File: config.mk
export PLATFORM = sky130hd
export DESIGN_NAME = julia_fb_scanout
export DESIGN_NICKNAME = d
export VERILOG_FILES = /design/src/rtl/julia_video_pkg.sv /design/src/rtl/julia_video_timing.sv /design/src/rtl/julia_fb_scanout.sv
export SDC_FILE = /design/constraint.sdc
export NUM_CORES = 1
export LEC_CHECK = 0
export ABC_AREA = 1
export CAP_MARGIN = 5
export CORE_ASPECT_RATIO = 0.6
export CORE_UTILIZATION = 59
export CTS_BUF_LIST = sky130_fd_sc_hd__clkbuf_4
export DETAILED_ROUTE_END_ITERATION = 12
export PLACE_DENSITY = 0.84
export RECOVER_POWER = 25
export SYNTH_ARGS = -nofsm -noshare
export SYNTH_HDL_FRONTEND = slang
export SYNTH_SLANG_ARGS = --single-unit
export TNS_END_PERCENT = 30
File: constraint.sdc
create_clock -name clk -period 4.5 [get_ports clk]
set_clock_uncertainty 0.15 [all_clocks]
set_input_delay 0.9 -clock clk [delete_from_list [all_inputs] [get_ports clk]]
set_output_delay 0.9 -clock clk [all_outputs]
set_load 0.01 [all_outputs]
File: src/rtl/julia_video_pkg.sv
// julia_video_pkg: shared constants and types for the Julia frame-buffer
// display path.
// It holds the 720p raster timing constants, the scan state encoding, the
// timing tag that is carried down the read-latency delay line, and the
// code-to-colour helpers.
// Build option: define JULIA_SCANOUT_PALETTE_EN to add the 16-entry colour
// palette. Without it the display path uses greyscale replication.
package julia_video_pkg;

    // 1280x720 raster, pixel clock timing
    localparam int H_RES_720P  = 1280;
    localparam int H_FP_720P   = 110;
    localparam int H_SYNC_720P = 40;
    localparam int H_BP_720P   = 220;
    localparam int V_RES_720P  = 720;
    localparam int V_FP_720P   = 5;
    localparam int V_SYNC_720P = 5;
    localparam int V_BP_720P   = 20;

    // Scan control states
    typedef enum logic [1:0] {
        ST_IDLE  = 2'd0,
        ST_RUN   = 2'd1,
        ST_DRAIN = 2'd2
    } scan_state_e;

    // Per-pixel timing tag carried alongside the BRAM read
    typedef struct packed {
        logic active;
        logic hsync;
        logic vsync;
        logic first;
    } timing_t;

    localparam timing_t TIMING_IDLE = '{active: 1'b0, hsync: 1'b0, vsync: 1'b0, first: 1'b0};

    // Replicate the 4-bit code into each nibble: 0 -> 0x00, 15 -> 0xFF
    function automatic logic [23:0] grey_rgb(input logic [3:0] code);
        return {code, code, code, code, code, code};
    endfunction

`ifdef JULIA_SCANOUT_PALETTE_EN
    // Blue -> cyan -> yellow -> white ramp, indexed by iteration code
    localparam logic [23:0] PALETTE [0:15] = '{
        24'h000040, 24'h000080, 24'h0000C0, 24'h0000FF,
        24'h0040FF, 24'h0080FF, 24'h00C0FF, 24'h00FFFF,
        24'h40FFC0, 24'h80FF80, 24'hC0FF40, 24'hFFFF00,
        24'hFFFF55, 24'hFFFFAA, 24'hFFFFDD, 24'hFFFFFF
    };
`endif

endpackage

File: src/rtl/julia_video_timing.sv
// julia_video_timing: horizontal/vertical raster counters for the scan-out
// path. Counters sit at the origin while run is low and free-run across the
// full line/frame totals while it is high. Stage-0 timing (active, syncs)
// is decoded from the counter registers and forced low while not running.
module julia_video_timing
    import julia_video_pkg::*;
#(
    parameter int H_RES  = H_RES_720P,
    parameter int H_FP   = H_FP_720P,
    parameter int H_SYNC = H_SYNC_720P,
    parameter int H_BP   = H_BP_720P,
    parameter int V_RES  = V_RES_720P,
    parameter int V_FP   = V_FP_720P,
    parameter int V_SYNC = V_SYNC_720P,
    parameter int V_BP   = V_BP_720P,
    parameter int HW     = $clog2(H_RES + H_FP + H_SYNC + H_BP),
    parameter int VW     = $clog2(V_RES + V_FP + V_SYNC + V_BP)
) (
    input  logic          clk,
    input  logic          rst,
    input  logic          run,
    output logic [HW-1:0] hcnt,
    output logic [VW-1:0] vcnt,
    output logic          active,
    output logic          vactive,
    output logic          hsync,
    output logic          vsync,
    output logic          line_end,
    output logic          frame_end
);

    localparam int H_TOTAL = H_RES + H_FP + H_SYNC + H_BP;
    localparam int V_TOTAL = V_RES + V_FP + V_SYNC + V_BP;

    localparam logic [HW-1:0] H_RES_C    = HW'(H_RES);
    localparam logic [HW-1:0] HS_START_C = HW'(H_RES + H_FP);
    localparam logic [HW-1:0] HS_END_C   = HW'(H_RES + H_FP + H_SYNC);
    localparam logic [HW-1:0] H_LAST_C   = HW'(H_TOTAL - 1);
    localparam logic [HW-1:0] H_ZERO_C   = {HW{1'b0}};
    localparam logic [HW-1:0] H_ONE_C    = HW'(1);

    localparam logic [VW-1:0] V_RES_C    = VW'(V_RES);
    localparam logic [VW-1:0] VS_START_C = VW'(V_RES + V_FP);
    localparam logic [VW-1:0] VS_END_C   = VW'(V_RES + V_FP + V_SYNC);
    localparam logic [VW-1:0] V_LAST_C   = VW'(V_TOTAL - 1);
    localparam logic [VW-1:0] V_ZERO_C   = {VW{1'b0}};
    localparam logic [VW-1:0] V_ONE_C    = VW'(1);

    logic [HW-1:0] hcnt_r;
    logic [VW-1:0] vcnt_r;
    logic          line_end_s;
    logic          frame_end_s;

    assign hcnt = hcnt_r;
    assign vcnt = vcnt_r;

    // Line/frame end decode from the counter registers
    always_comb begin
        line_end_s  = 1'b0;
        frame_end_s = 1'b0;
        if (hcnt_r == H_LAST_C) begin
            line_end_s  = 1'b1;
            frame_end_s = (vcnt_r == V_LAST_C);
        end else begin
            line_end_s  = 1'b0;
            frame_end_s = 1'b0;
        end
    end

    // Raster counters: parked at the origin while idle, wrapping otherwise
    always_ff @(posedge clk or negedge rst) begin
        if (!rst) begin
            hcnt_r <= H_ZERO_C;
            vcnt_r <= V_ZERO_C;
        end else if (!run) begin
            hcnt_r <= H_ZERO_C;
            vcnt_r <= V_ZERO_C;
        end else if (line_end_s) begin
            hcnt_r <= H_ZERO_C;
            vcnt_r <= frame_end_s ? V_ZERO_C : (vcnt_r + V_ONE_C);
        end else begin
            hcnt_r <= hcnt_r + H_ONE_C;
            vcnt_r <= vcnt_r;
        end
    end

    // Stage-0 timing decode, suppressed while the scan is idle
    always_comb begin
        active  = 1'b0;
        vactive = 1'b0;
        hsync   = 1'b0;
        vsync   = 1'b0;
        if (run) begin
            vactive = (vcnt_r < V_RES_C);
            active  = (hcnt_r < H_RES_C) && (vcnt_r < V_RES_C);
            hsync   = (hcnt_r >= HS_START_C) && (hcnt_r < HS_END_C);
            vsync   = (vcnt_r >= VS_START_C) && (vcnt_r < VS_END_C);
        end else begin
            vactive = 1'b0;
            active  = 1'b0;
            hsync   = 1'b0;
            vsync   = 1'b0;
        end
    end

    assign line_end  = line_end_s;
    assign frame_end = frame_end_s;

endmodule

File: src/rtl/julia_fb_scanout.sv
// julia_fb_scanout: read side of the Julia frame buffer.
// Drives 720p raster timing, issues port-B reads of the 4-bit/pixel BRAM,
// delays the timing tag by RD_LAT+1 cycles so hsync/vsync/de/frame_start
// line up with the registered colour, and maps each code to 24-bit RGB.
// Build option: JULIA_SCANOUT_PALETTE_EN selects the colour palette instead
// of greyscale replication; latency is the same either way.
module julia_fb_scanout
    import julia_video_pkg::*;
#(
    parameter int H_RES  = H_RES_720P,
    parameter int H_FP   = H_FP_720P,
    parameter int H_SYNC = H_SYNC_720P,
    parameter int H_BP   = H_BP_720P,
    parameter int V_RES  = V_RES_720P,
    parameter int V_FP   = V_FP_720P,
    parameter int V_SYNC = V_SYNC_720P,
    parameter int V_BP   = V_BP_720P,
    parameter int RD_LAT = 1,
    parameter int ADDR_W = 20
) (
    input  logic              clk,
    input  logic              rst,
    input  logic              en,
    output logic              rd_en,
    output logic [ADDR_W-1:0] rd_addr,
    input  logic [3:0]        rd_data,
    output logic              o_hsync,
    output logic              o_vsync,
    output logic              o_de,
    output logic [7:0]        o_red,
    output logic [7:0]        o_green,
    output logic [7:0]        o_blue,
    output logic              o_frame_start
);

    localparam int H_TOTAL = H_RES + H_FP + H_SYNC + H_BP;
    localparam int V_TOTAL = V_RES + V_FP + V_SYNC + V_BP;
    localparam int HW      = $clog2(H_TOTAL);
    localparam int VW      = $clog2(V_TOTAL);
    localparam int DEPTH   = RD_LAT + 1;

    localparam logic [ADDR_W-1:0] ADDR_ZERO_C = {ADDR_W{1'b0}};
    localparam logic [ADDR_W-1:0] LINE_STEP_C = ADDR_W'(H_RES);

    scan_state_e       state_r;
    logic              run_s;
    logic [HW-1:0]     hcnt_s;
    logic [VW-1:0]     vcnt_s;
    logic              active_s;
    logic              vactive_s;
    logic              hsync_s;
    logic              vsync_s;
    logic              line_end_s;
    logic              frame_end_s;
    timing_t           stage0_s;
    timing_t           pipe_r [DEPTH];
    logic [ADDR_W-1:0] row_base_r;
    logic [23:0]       rgb_r;

    // Colour lookup for one 4-bit iteration code
    function automatic logic [23:0] map_code(input logic [3:0] code);
`ifdef JULIA_SCANOUT_PALETTE_EN
        return PALETTE[code];
`else
        return grey_rgb(code);
`endif
    endfunction

    assign run_s = (state_r != ST_IDLE);

    julia_video_timing #(
        .H_RES  (H_RES),
        .H_FP   (H_FP),
        .H_SYNC (H_SYNC),
        .H_BP   (H_BP),
        .V_RES  (V_RES),
        .V_FP   (V_FP),
        .V_SYNC (V_SYNC),
        .V_BP   (V_BP),
        .HW     (HW),
        .VW     (VW)
    ) u_timing (
        .clk       (clk),
        .rst       (rst),
        .run       (run_s),
        .hcnt      (hcnt_s),
        .vcnt      (vcnt_s),
        .active    (active_s),
        .vactive   (vactive_s),
        .hsync     (hsync_s),
        .vsync     (vsync_s),
        .line_end  (line_end_s),
        .frame_end (frame_end_s)
    );

    // Scan control: start on en, and once en drops let the current frame finish
    always_ff @(posedge clk or negedge rst) begin
        if (!rst) begin
            state_r <= ST_IDLE;
        end else begin
            case (state_r)
                ST_IDLE: begin
                    if (en) state_r <= ST_RUN;
                    else    state_r <= ST_IDLE;
                end
                ST_RUN: begin
                    if (frame_end_s) state_r <= en ? ST_RUN : ST_IDLE;
                    else if (!en)    state_r <= ST_DRAIN;
                    else             state_r <= ST_RUN;
                end
                ST_DRAIN: begin
                    if (frame_end_s) state_r <= en ? ST_RUN : ST_IDLE;
                    else             state_r <= ST_DRAIN;
                end
                default: begin
                    state_r <= ST_IDLE;
                end
            endcase
        end
    end

    // Row base: steps by one line of pixels after each active line, so the
    // address needs only an adder; cleared at frame wrap and while idle
    always_ff @(posedge clk or negedge rst) begin
        if (!rst) begin
            row_base_r <= ADDR_ZERO_C;
        end else if (!run_s || frame_end_s) begin
            row_base_r <= ADDR_ZERO_C;
        end else if (line_end_s && vactive_s) begin
            row_base_r <= row_base_r + LINE_STEP_C;
        end else begin
            row_base_r <= row_base_r;
        end
    end

    assign rd_en   = active_s;
    assign rd_addr = row_base_r + ADDR_W'(hcnt_s);

    // Stage-0 timing tag; the first-pixel flag only fires in a running frame
    always_comb begin
        stage0_s        = TIMING_IDLE;
        stage0_s.active = active_s;
        stage0_s.hsync  = hsync_s;
        stage0_s.vsync  = vsync_s;
        if ((state_r == ST_RUN) && (hcnt_s == {HW{1'b0}}) && (vcnt_s == {VW{1'b0}})) begin
            stage0_s.first = 1'b1;
        end else begin
            stage0_s.first = 1'b0;
        end
    end

    // Timing delay line: covers the BRAM read latency plus the colour register
    always_ff @(posedge clk or negedge rst) begin
        if (!rst) begin
            for (int i = 0; i < DEPTH; i++) begin
                pipe_r[i] <= TIMING_IDLE;
            end
        end else begin
            pipe_r[0] <= stage0_s;
            for (int i = 1; i < DEPTH; i++) begin
                pipe_r[i] <= pipe_r[i-1];
            end
        end
    end

    // Colour register: captures read data in the cycle it is valid; blank otherwise
    always_ff @(posedge clk or negedge rst) begin
        if (!rst) begin
            rgb_r <= 24'h000000;
        end else if (pipe_r[RD_LAT-1].active) begin
            rgb_r <= map_code(rd_data);
        end else begin
            rgb_r <= 24'h000000;
        end
    end

    assign o_de          = pipe_r[DEPTH-1].active;
    assign o_hsync       = pipe_r[DEPTH-1].hsync;
    assign o_vsync       = pipe_r[DEPTH-1].vsync;
    assign o_frame_start = pipe_r[DEPTH-1].first;
    assign o_red         = rgb_r[23:16];
    assign o_green       = rgb_r[15:8];
    assign o_blue        = rgb_r[7:0];

endmodule

==> reports/results.txt <==
Global route overflow - 0
Min-delay src - pipe_r[5]$_DFF_PN0_
Routed length per instance - 14.1 um
RePlAce Congestion - 0.913
CTS max path bufs - 2
Worst EP arrival - 2510 ps
Clock slew at reported path FFs - 140 ps
Max Cap Viol - 1
Syn_area_per_cell - 7.32 um^2
Die Ht - 57.8 um
Commonest non-fill, non-tap cell in the layout - nand2_1
Register area - 0.00118 mm^2
Vias in the first global route - 2,477
R2R setup slack - 2030 ps
Global-route wire length before repair - 11,900 um
Layout fillers - 373
Diode count - 0
Pwr Density - 333 mW/mm^2
Nets - 464
Worst slack, placed - 1380 ps
Largest family of logic cells by synthesized area - simple AND/OR/NAND/NOR gates
Cts hold-fix bufs - 0
Failing checks - capacitance limit, slew limit
Cells after synthesis - 418
Final hold vios - 0
Worst Path Required - 3450 ps
CTS tree - yes
Post-route DRC violation count - 0
Post-CTS setup buffer count - 0
Crit path capture type - primary output
Synth unique cells - 30
Period minus WS final - 3560 ps
CP startpoint - u_timing.hcnt[9]$_DFF_PN0_
Total negative setup slack - 0 ps
Sequential cell area fraction in the yosys report - 38.4%
Pre-antenna DRT Iters - 5
Critical R2R Capture - u_timing.vcnt[4]$_DFFE_PN0P_
Die X - 95.0 um
Hpwl dp - 5520 um
Htree depth - 2
# rows - 19
Post-synth EDFFs - 0
Largest net degree at the start of global routing - 48
Synthesis warning total - 0
#FFs+latches synth - 47
Synth Area in XOR/XNOR - 2.00%
Fraction of registers with async set/reset - 100%
Slew HR - -63.5%
Worst Hold End - o_vsync$_DFF_PN0_
Status - finished with violations
Via count - 2,805
CTS Buf Count - 5
Worst R2R Start - state_r[0]$_DFF_PN0_
Iteration-0 DRC Markers - 239
IO Port Bufs - 55
Ys flop type - dfrtp_1
Net count after synthesis - 436
Achievable frequency - 281 MHz
Crit-path max FO - 7
Area Growth Syn to Fin - 14.1%
Final WL - 7190 um
Vias/cell - 5.51
Root Buffer - clkbuf_4
Setup ws final - 940 ps
Area of the multi-input gates - 0.00144 mm^2
Endpoints failing setup - 0
Mux cell area share after synthesis - 0%
Worst-skew pair later-pin latency - 360 ps
Synth Area in Adders - 4.50%
Kind of critical path - flop to primary output
GR Util All Layers - 28.6%
IO Count - 56
Final Cycle Share - 79.1%
Initial Util - 64.0%
Post-route ant nets - 0
Post-synthesis compound-gate area fraction - 5.93%
Max Slew Vio Count - 48
Worst R2R Path Depth - 6
WHS Path Cells - 0
Cell Area, Synth - 0.00306 mm^2
Peak supply drop - 0.000262 V
Startpoint Class - flop
Layout cells sized above 1 - 4.71%
Core Box Area - 0.00478 mm^2
Pleak - 1.68 nW
Initial antenna violation count - 0
Clock Sinks - 47
Worst hold path class - flop to flop
Post-Synth Simple-Gate Area - 35.0%
Most frequent cells in the layout - nand2_1 (104), inv_1 (52), clkdlybuf4s50_1 (50), nor2_1 (49), dfrtp_1 (47)
Tightest Pin Transition - 2450 ps
# resized after CTS - 0
RSZ-0062 raised after global routing - no
Die area - 0.00549 mm^2
-- routing by layer --
metal  up-vias  part of all wire (%)  GRT usage, %
li1       1366                     -             -
met1      1290                    46          42.7
met2       138                    43          43.4
met3        11                   9.4          5.64
met4         0                  0.82          6.28
met5         -                     0             0
-- worst max-delay path, cell delays in order (launching register included) --
cell and delay [ps]:
dfrtp_1 470, ha_1 350, a21o_1 220, nand2_1 100, nand2_1 140, nand4_1 130, inv_1 60, nor2_1 110
clkdlybuf4s50_1 550
-- cell type report --
class,count,share of cell area [%]
tap,63,2.26
multi-input combinational,283,41.3
inverter,54,5.81
clock buffer,5,1.08
timing repair buffer,55,15.6
sequential,47,33.7
clock inverter,2,0.251
-- worst max-delay path by stage --
stage	to	slack, ps	cells past startpoint
floorplan	rd_addr[17]	1970	7
global placement	rd_addr[17]	1450	8
detailed placement	rd_addr[17]	1380	8
CTS	rd_addr[17]	960	8
global route	rd_addr[16]	780	7
finish	rd_addr[17]	940	8
-- sequential cells by signal (all words and copies together), names as in the netlist --
signal,flops
o_hsync,1
u_timing.hcnt,11
o_frame_start,1
o_vsync,1
row_base_r,12
pipe_r,4
o_de,1
rgb_r,4
u_timing.vcnt,10
state_r,2
-- metrics by stage --
step / power (mW) / cells / hold WS (ps) / util [%] / area (um^2)
2_1_floorplan: 0.832 / 418 / 181 / - / 3060
3_3_place_gp: 0.970 / 502 / 181 / 72.3 / 3450
3_5_place_dp: 0.988 / 502 / 186 / 72.3 / 3450
4_1_cts: 1.17 / 509 / 214 / 73.2 / 3500
5_1_grt: 1.24 / 509 / 231 / 73.1 / 3490
6_report: 1.16 / 509 / 211 / 73.1 / 3490
-- cells by family (layout without fill, tap and decap cells) --
group / count (synthesis) / after routing
AO/OA/AOI/OAI: 35 / 35
AND/OR/NAND/NOR: 230 / 230
XOR/XNOR: 7 / 7
adder cells (fa/ha/maj): 11 / 11
flip-flops: 47 / 47
buffers and inverters: 88 / 116
-- synthesized netlist by cell type (7+ instances only) --
cell type / count / area [um^2]
dfrtp_1: 47 / 1180
ha_1: 11 / 138
clkbuf_1: 7 / 26.3
a21oi_1: 21 / 105
nand3b_1: 7 / 52.6
nand2_1: 104 / 390
nor3_1: 9 / 45.0
o21ai_0: 9 / 45.0
nor2_1: 48 / 180
inv_1: 52 / 195
nand3_1: 27 / 135
buf_4: 23 / 173
nand4_1: 17 / 106
-- where the power goes --
group / internal (mW) / switching (mW) / total (mW)
Combinational: 0.196 / 0.265 / 0.461
Sequential: 0.464 / 0.0509 / 0.515
Clock: 0.0557 / 0.130 / 0.186
Total: 0.716 / 0.446 / 1.16
No activity file was read; power rests on OpenSTA's default activity.
